<file path="src/rtl/in_capture.sv">
// -----------------------------------------------------------------------------
// in_capture
// Input front-end between the board buttons/switches and the CPU input port.
// Buttons and switches are brought into clk with two-flop synchronisers; each
// button is debounced independently. A debounced press of btn[0] captures the
// low SW_WIDTH switch bits into data_out, and btn[1] flushes the holding
// register. btn[2] is debounced and exposed only.
//
// Ports
//   clk        board clock
//   rst        synchronous reset, active-high
//   btn[2:0]   raw asynchronous push-buttons (polarity set by BTN_ACTIVE_LOW)
//   sw[8:0]    raw asynchronous slide switches
//   rd         one-cycle CPU read strobe, consumes the current word
//   data_out   captured word, zero-extended switch field
//   valid      data_out holds an unread capture
//   overrun    sticky, a capture overwrote an unread word
//   btn_level  debounced pressed level (1 = pressed)
//   btn_pulse  one-cycle pulse on each debounced press
// -----------------------------------------------------------------------------
module in_capture #(
    parameter int DATA_WIDTH      = 16,
    parameter int SW_WIDTH        = 4,
    parameter int DEBOUNCE_CYCLES = 1_000_000,
    parameter int BTN_ACTIVE_LOW  = 1
) (
    input  logic                  clk,
    input  logic                  rst,
    input  logic [2:0]            btn,
    input  logic [8:0]            sw,
    input  logic                  rd,
    output logic [DATA_WIDTH-1:0] data_out,
    output logic                  valid,
    output logic                  overrun,
    output logic [2:0]            btn_level,
    output logic [2:0]            btn_pulse
);

    localparam int CNT_W = $clog2(DEBOUNCE_CYCLES);
    localparam logic [CNT_W-1:0] CNT_TC = CNT_W'(DEBOUNCE_CYCLES - 1);
    // Raw level of a released button; also the synchroniser reset value so
    // that leaving reset never looks like a press.
    localparam logic [2:0] BTN_IDLE = (BTN_ACTIVE_LOW != 0) ? 3'b111 : 3'b000;

    logic [2:0]            btn_s1_q, btn_s2_q;
    logic [8:0]            sw_s1_q, sw_s2_q;
    logic [2:0][CNT_W-1:0] cnt_q, cnt_d;
    logic [2:0]            level_q, level_d;
    logic [2:0]            pulse_q, pulse_d;
    logic [DATA_WIDTH-1:0] data_q, data_d;
    logic                  valid_q, valid_d;
    logic                  overrun_q, overrun_d;
    logic [2:0]            pressed;

    // Upper switch bits are synchronised but intentionally not captured.
    logic unused_sw;
    assign unused_sw = ^sw_s2_q;

    assign pressed = btn_s2_q ^ BTN_IDLE;

    always_comb begin
        cnt_d     = cnt_q;
        level_d   = level_q;
        pulse_d   = 3'b000;
        data_d    = data_q;
        valid_d   = valid_q;
        overrun_d = overrun_q;

        // Debounce: any sample equal to the accepted level restarts the count,
        // so only an unbroken run of DEBOUNCE_CYCLES differing samples wins.
        for (int i = 0; i < 3; i++) begin
            if (pressed[i] == level_q[i]) begin
                cnt_d[i] = '0;
            end else if (cnt_q[i] == CNT_TC) begin
                cnt_d[i]   = '0;
                level_d[i] = pressed[i];
                pulse_d[i] = pressed[i];
            end else begin
                cnt_d[i] = cnt_q[i] + CNT_W'(1);
            end
        end

        // Capture beats flush beats read. A simultaneous flush is applied
        // before the capture, so it both clears overrun and suppresses a new one.
        if (pulse_q[0]) begin
            data_d  = DATA_WIDTH'(sw_s2_q[SW_WIDTH-1:0]);
            valid_d = 1'b1;
            if (pulse_q[1]) begin
                overrun_d = 1'b0;
            end else if (valid_q && !rd) begin
                overrun_d = 1'b1;
            end
        end else if (pulse_q[1]) begin
            valid_d   = 1'b0;
            overrun_d = 1'b0;
        end else if (rd && valid_q) begin
            valid_d = 1'b0;
        end
    end

    always_ff @(posedge clk) begin
        if (rst) begin
            btn_s1_q  <= BTN_IDLE;
            btn_s2_q  <= BTN_IDLE;
            sw_s1_q   <= '0;
            sw_s2_q   <= '0;
            cnt_q     <= '0;
            level_q   <= '0;
            pulse_q   <= '0;
            data_q    <= '0;
            valid_q   <= 1'b0;
            overrun_q <= 1'b0;
        end else begin
            btn_s1_q  <= btn;
            btn_s2_q  <= btn_s1_q;
            sw_s1_q   <= sw;
            sw_s2_q   <= sw_s1_q;
            cnt_q     <= cnt_d;
            level_q   <= level_d;
            pulse_q   <= pulse_d;
            data_q    <= data_d;
            valid_q   <= valid_d;
            overrun_q <= overrun_d;
        end
    end

    assign data_out  = data_q;
    assign valid     = valid_q;
    assign overrun   = overrun_q;
    assign btn_level = level_q;
    assign btn_pulse = pulse_q;

endmodule

</file>
<file path="config.mk">
export PLATFORM = sky130hd
export DESIGN_NAME = in_capture
export DESIGN_NICKNAME = d
export VERILOG_FILES = /design/src/rtl/in_capture.sv
export SDC_FILE = /design/constraint.sdc
export NUM_CORES = 1
export LEC_CHECK = 0
export ABC_AREA = 1
export ABC_CLOCK_PERIOD_IN_PS = 1800
export CAP_MARGIN = 20
export CORE_MARGIN = 2
export CORE_UTILIZATION = 40
export DETAILED_ROUTE_END_ITERATION = 16
export PLACE_DENSITY = 0.64
export SLEW_MARGIN = 10
export SYNTH_ARGS = -nofsm -noshare
export SYNTH_HDL_FRONTEND = slang
export SYNTH_SLANG_ARGS = --single-unit
</file>
<file path="constraint.sdc">
create_clock -name clk -period 1.8 [get_ports clk]
set_clock_uncertainty 0.15 [all_clocks]
set_input_delay 0.18 -clock clk [delete_from_list [all_inputs] [get_ports clk]]
set_output_delay 0.18 -clock clk [all_outputs]
set_load 0.02 [all_outputs]
</file>
==> results.rst <==
.. list-table::
   :header-rows: 1

   * - Metric
     - Value
   * - Number of buffers added for setup after CTS
     - 0
   * - Max stage delay cell, worst path
     - sky130_fd_sc_hd__clkdlybuf4s50_1
   * - R2r startpoint
     - cnt_q[20]$_SDFF_PP0_
   * - Cell depth of the worst hold path
     - 3
   * - Reported leakage power
     - around 1.6 nW
   * - Number of warnings reported in the yosys synthesis log
     - 0
   * - Area of all sequential standard cells
     - between 1500 and 2000 um2
   * - Total inserted antenna cells
     - 0
   * - Number of violations reported at the end of detailed-routing iteration 0
     - 151
   * - Worst hold path startpoint
     - sw[0]
   * - Portion of total power attributed to combinational logic
     - 0.027
   * - Net load switching power
     - between 700 and 800 uW
   * - Wire length of the first global-routing pass
     - roughly 14000 um
   * - Filler cell count
     - about 1100
   * - Data required time of the critical path
     - approximately 1500 ps
   * - Layout overhead on the synthesized area
     - 11.1%
   * - Antenna violations before repair
     - 0
   * - Detailed-route via count
     - about 3500
   * - Part of the power in registers
     - 0.571
   * - CP Class
     - flop to primary output
   * - Maximum number of buffers from clock root to sink
     - 2
   * - Pin count of the biggest net entering global routing
     - 21
   * - Most common cell after layout, fill and taps aside
     - sky130_fd_sc_hd__nor2_1
   * - Instance count of the mapped netlist
     - roughly 600
   * - Endpoint arrival time on the critical path
     - approximately 1400 ps
   * - Critical Path, Cell by Cell
     - clkdlybuf4s50_1
   * - Max IR drop VDD
     - between 0.4 and 0.5 mV
   * - Post-Route WL
     - between 7000 and 8000 um
   * - Most instantiated flip-flop cell in the synthesis netlist
     - sky130_fd_sc_hd__dfxtp_1
   * - Total congestion overflow after global routing
     - 0
   * - Max-capacitance violation count
     - 0
   * - Router iterations before antenna repair
     - 5
   * - Root buffer selected by CTS
     - sky130_fd_sc_hd__clkbuf_8
   * - Largest delay share family, worst path
     - buffers and inverters
   * - Sum of net half-perimeters after detailed placement
     - ~5800 um
   * - Number of max-slew violations in the final report
     - 0
   * - Utilization after layout
     - 0.454
   * - Total clock sinks
     - 86
   * - Multi-input logic area
     - roughly 2100 um2
   * - Async set-or-reset flop fraction in the synthesized netlist
     - 0
   * - GRT Overall Usage
     - 0.152
   * - Final design instance area without fill
     - 4670 um2
   * - Number of storage elements in the synthesis netlist
     - 86
   * - Fraction of final layout cells with drive strength greater than 1
     - 0.0881
   * - Proportion of netlist area held by the largest area contributor
     - 0.410
   * - Internal power summed over all cells
     - between 2 and 3 mW
   * - Largest fanout on the critical path
     - 3
   * - Vertical die dimension
     - approximately 110 um
   * - Clock tree from TritonCTS
     - done
   * - Avg Cell Area, Syn
     - between 7 and 8 um2
   * - Tightest Hold Check Type
     - input port to flop
   * - Clock edge transition at the registers on the reported setup and hold paths
     - ~90 ps
   * - Starting density of the core
     - 0.409
   * - Number of buffers and inverters on the critical path
     - 1
   * - Full die area
     - 11300 um2
   * - Die span in x
     - 107 um
   * - Leading cell types in the layout, fill and taps excluded
     - 138 x sky130_fd_sc_hd__nor2_1, 121 x sky130_fd_sc_hd__nand2_1, 86 x sky130_fd_sc_hd__dfxtp_1
   * - Number of global-route vias before repair
     - 3302
   * - Hold Fails Final Rpt
     - 0
   * - Final worst path period need
     - between 1500 and 2000 ps
   * - Number of different library cells in the post-synthesis netlist
     - 32
   * - Outcome
     - complete, no violations
   * - Setup violation total in the final timing report
     - 0
   * - Clock buffers created by TritonCTS
     - 9
   * - GP Congestion
     - ~0.87
   * - Endpoint type of the worst setup path
     - primary output
   * - Fmax
     - about 0.6 GHz
   * - Proportion of synthesized chip area in sequential cells
     - 0.410
   * - Antenna violation net count after detailed routing
     - 0
   * - Count of standard-cell rows
     - 37
   * - Area contributors post-synth
     - sky130_fd_sc_hd__dfxtp_1 41%, sky130_fd_sc_hd__nor2_1 12%, sky130_fd_sc_hd__nand2_1 11%
   * - Mapped cell area
     - ~4200 um2
   * - Insertion delay to the later sink of the worst-skew pair
     - 360 ps
   * - Area of the core
     - 10300 um2
   * - Final worst-path cycle share
     - 0.942
   * - Crit-path max cell delay
     - about 630 ps
   * - Nature of the critical path startpoint
     - flop
   * - Pwr per Cell Area
     - roughly 700 nW/um2
   * - Detailed-route wire length per cell
     - approximately 10 um
   * - Per-cell via count in the routed design
     - approximately 4.6
   * - Final net count
     - 637
   * - Ports
     - 39
   * - Cell depth of the worst flop-to-flop path
     - 9
   * - Yosys top cell by area
     - sky130_fd_sc_hd__dfxtp_1
   * - Placed Instance Area
     - about 4500 um2
   * - Reg2Reg Setup Slack
     - around 140 ps
   * - Endpoint of the worst hold-timing path
     - sw_s1_q[0]$_SDFF_PP0_
   * - Stages on the worst setup path
     - 1
   * - R2r endpoint
     - cnt_q[33]$_SDFF_PP0_
   * - Number of H-tree levels
     - 3
   * - EDFF count, synth
     - 0
   * - DR DRC count
     - 0
   * - Clk pwr share
     - 0.403
   * - Switching Share
     - 0.227
   * - Count of buffers from port buffering
     - 21
-- flip-flops by register name, summed over array words and instances (netlist names) --
| register | count |
|---|---|
| btn_level | 3 |
| btn_pulse | 3 |
| btn_s1_q | 3 |
| btn_s2_q | 3 |
| cnt_q | 60 |
| data_out | 4 |
| overrun | 1 |
| sw_s1_q | 4 |
| sw_s2_q | 4 |
| valid | 1 |
-- power by group through the flow --
stage               sequential (mW)  combinational, mW  clock [mW]
finish                         1.92             0.0900        1.36
global route                   1.93              0.100        1.49
CTS                            1.92             0.0904        1.41
detailed placement             1.97             0.0903           0
global placement               1.97             0.0891           0
floorplan                      1.97             0.0877           0
-- worst max path at each step --
stage / from / end / slack [ps]
finish: btn_level[1]$_SDFFE_PP0P_ / btn_level[1] / 110
global route: cnt_q[20]$_SDFF_PP0_ / cnt_q[35]$_SDFF_PP0_ / -10
CTS: cnt_q[20]$_SDFF_PP0_ / cnt_q[22]$_SDFF_PP0_ / 80
detailed placement: cnt_q[20]$_SDFF_PP0_ / cnt_q[22]$_SDFF_PP0_ / 100
global placement: cnt_q[20]$_SDFF_PP0_ / cnt_q[35]$_SDFF_PP0_ / 120
floorplan: cnt_q[40]$_SDFF_PP0_ / cnt_q[58]$_SDFF_PP0_ / 270
-- cells by family after synthesis --
kind of cell	after synthesis	synth area share
AOI/OAI and AO/OA	38	0.0473
buffers and inverters	88	0.104
and+or+nand+nor	356	0.380
DFF	86	0.410
other	1	0.000892
xor gates and xnor gates	24	0.0500
adders and majority gates	3	0.00893
-- cells in the mapped netlist, types with 2 or more instances --
cell type,n
sky130_fd_sc_hd__nor2_1,139
sky130_fd_sc_hd__nand2_1,122
sky130_fd_sc_hd__dfxtp_1,86
sky130_fd_sc_hd__inv_1,64
sky130_fd_sc_hd__nand3_1,34
sky130_fd_sc_hd__a21oi_1,19
sky130_fd_sc_hd__xor2_1,18
sky130_fd_sc_hd__buf_4,15
sky130_fd_sc_hd__nor2_2,15
sky130_fd_sc_hd__o21ai_0,15
sky130_fd_sc_hd__nand4_1,13
sky130_fd_sc_hd__or2_2,8
sky130_fd_sc_hd__nor3_1,6
sky130_fd_sc_hd__xnor2_1,6
sky130_fd_sc_hd__nand3b_1,5
sky130_fd_sc_hd__buf_6,4
sky130_fd_sc_hd__nand3_2,4
sky130_fd_sc_hd__ha_1,3
sky130_fd_sc_hd__or2_0,3
sky130_fd_sc_hd__buf_2,2
sky130_fd_sc_hd__nand2_4,2
sky130_fd_sc_hd__nand3_4,2
sky130_fd_sc_hd__o21bai_1,2
-- layout make-up --
type                       instances  share of cell area
clock buffer                      10              0.0273
clock inverter                     6              0.0147
inverter                          65              0.0523
multi-input combinational        433               0.448
sequential                        86               0.369
tap                              136              0.0364
timing repair buffer              24              0.0523
-- layer usage --
layer | part of all wire | global-route usage | wire length, um
met1 | 0.46 | 0.178 | 3610
met2 | 0.48 | 0.260 | 3800
met3 | 0.037 | 0.0472 | 293
met4 | 0.017 | 0.0622 | 137
met5 | 0 | 0 | 0
-- what timing repair did --
item / CTS / global route
setup endpoints to repair: 1 / 20
hold buffers: 0 / 0
resized for setup: 1 / 2
pin swaps: 0 / 0
-- stage by stage --
step                      power (mW)  hold slack, ps  TNS [ps]  instances  setup WS [ps]
after global routing            3.52             164     -23.1        760          -14.1
after detailed placement        2.06             242         0        744           99.4
after CTS                       3.42             162         0        760           76.0
final                           3.37             175         0        760            105
after global placement          2.06             240         0        744            116
after floorplan                 2.05             134         0        607            269
(Power assumes the default switching activity.)
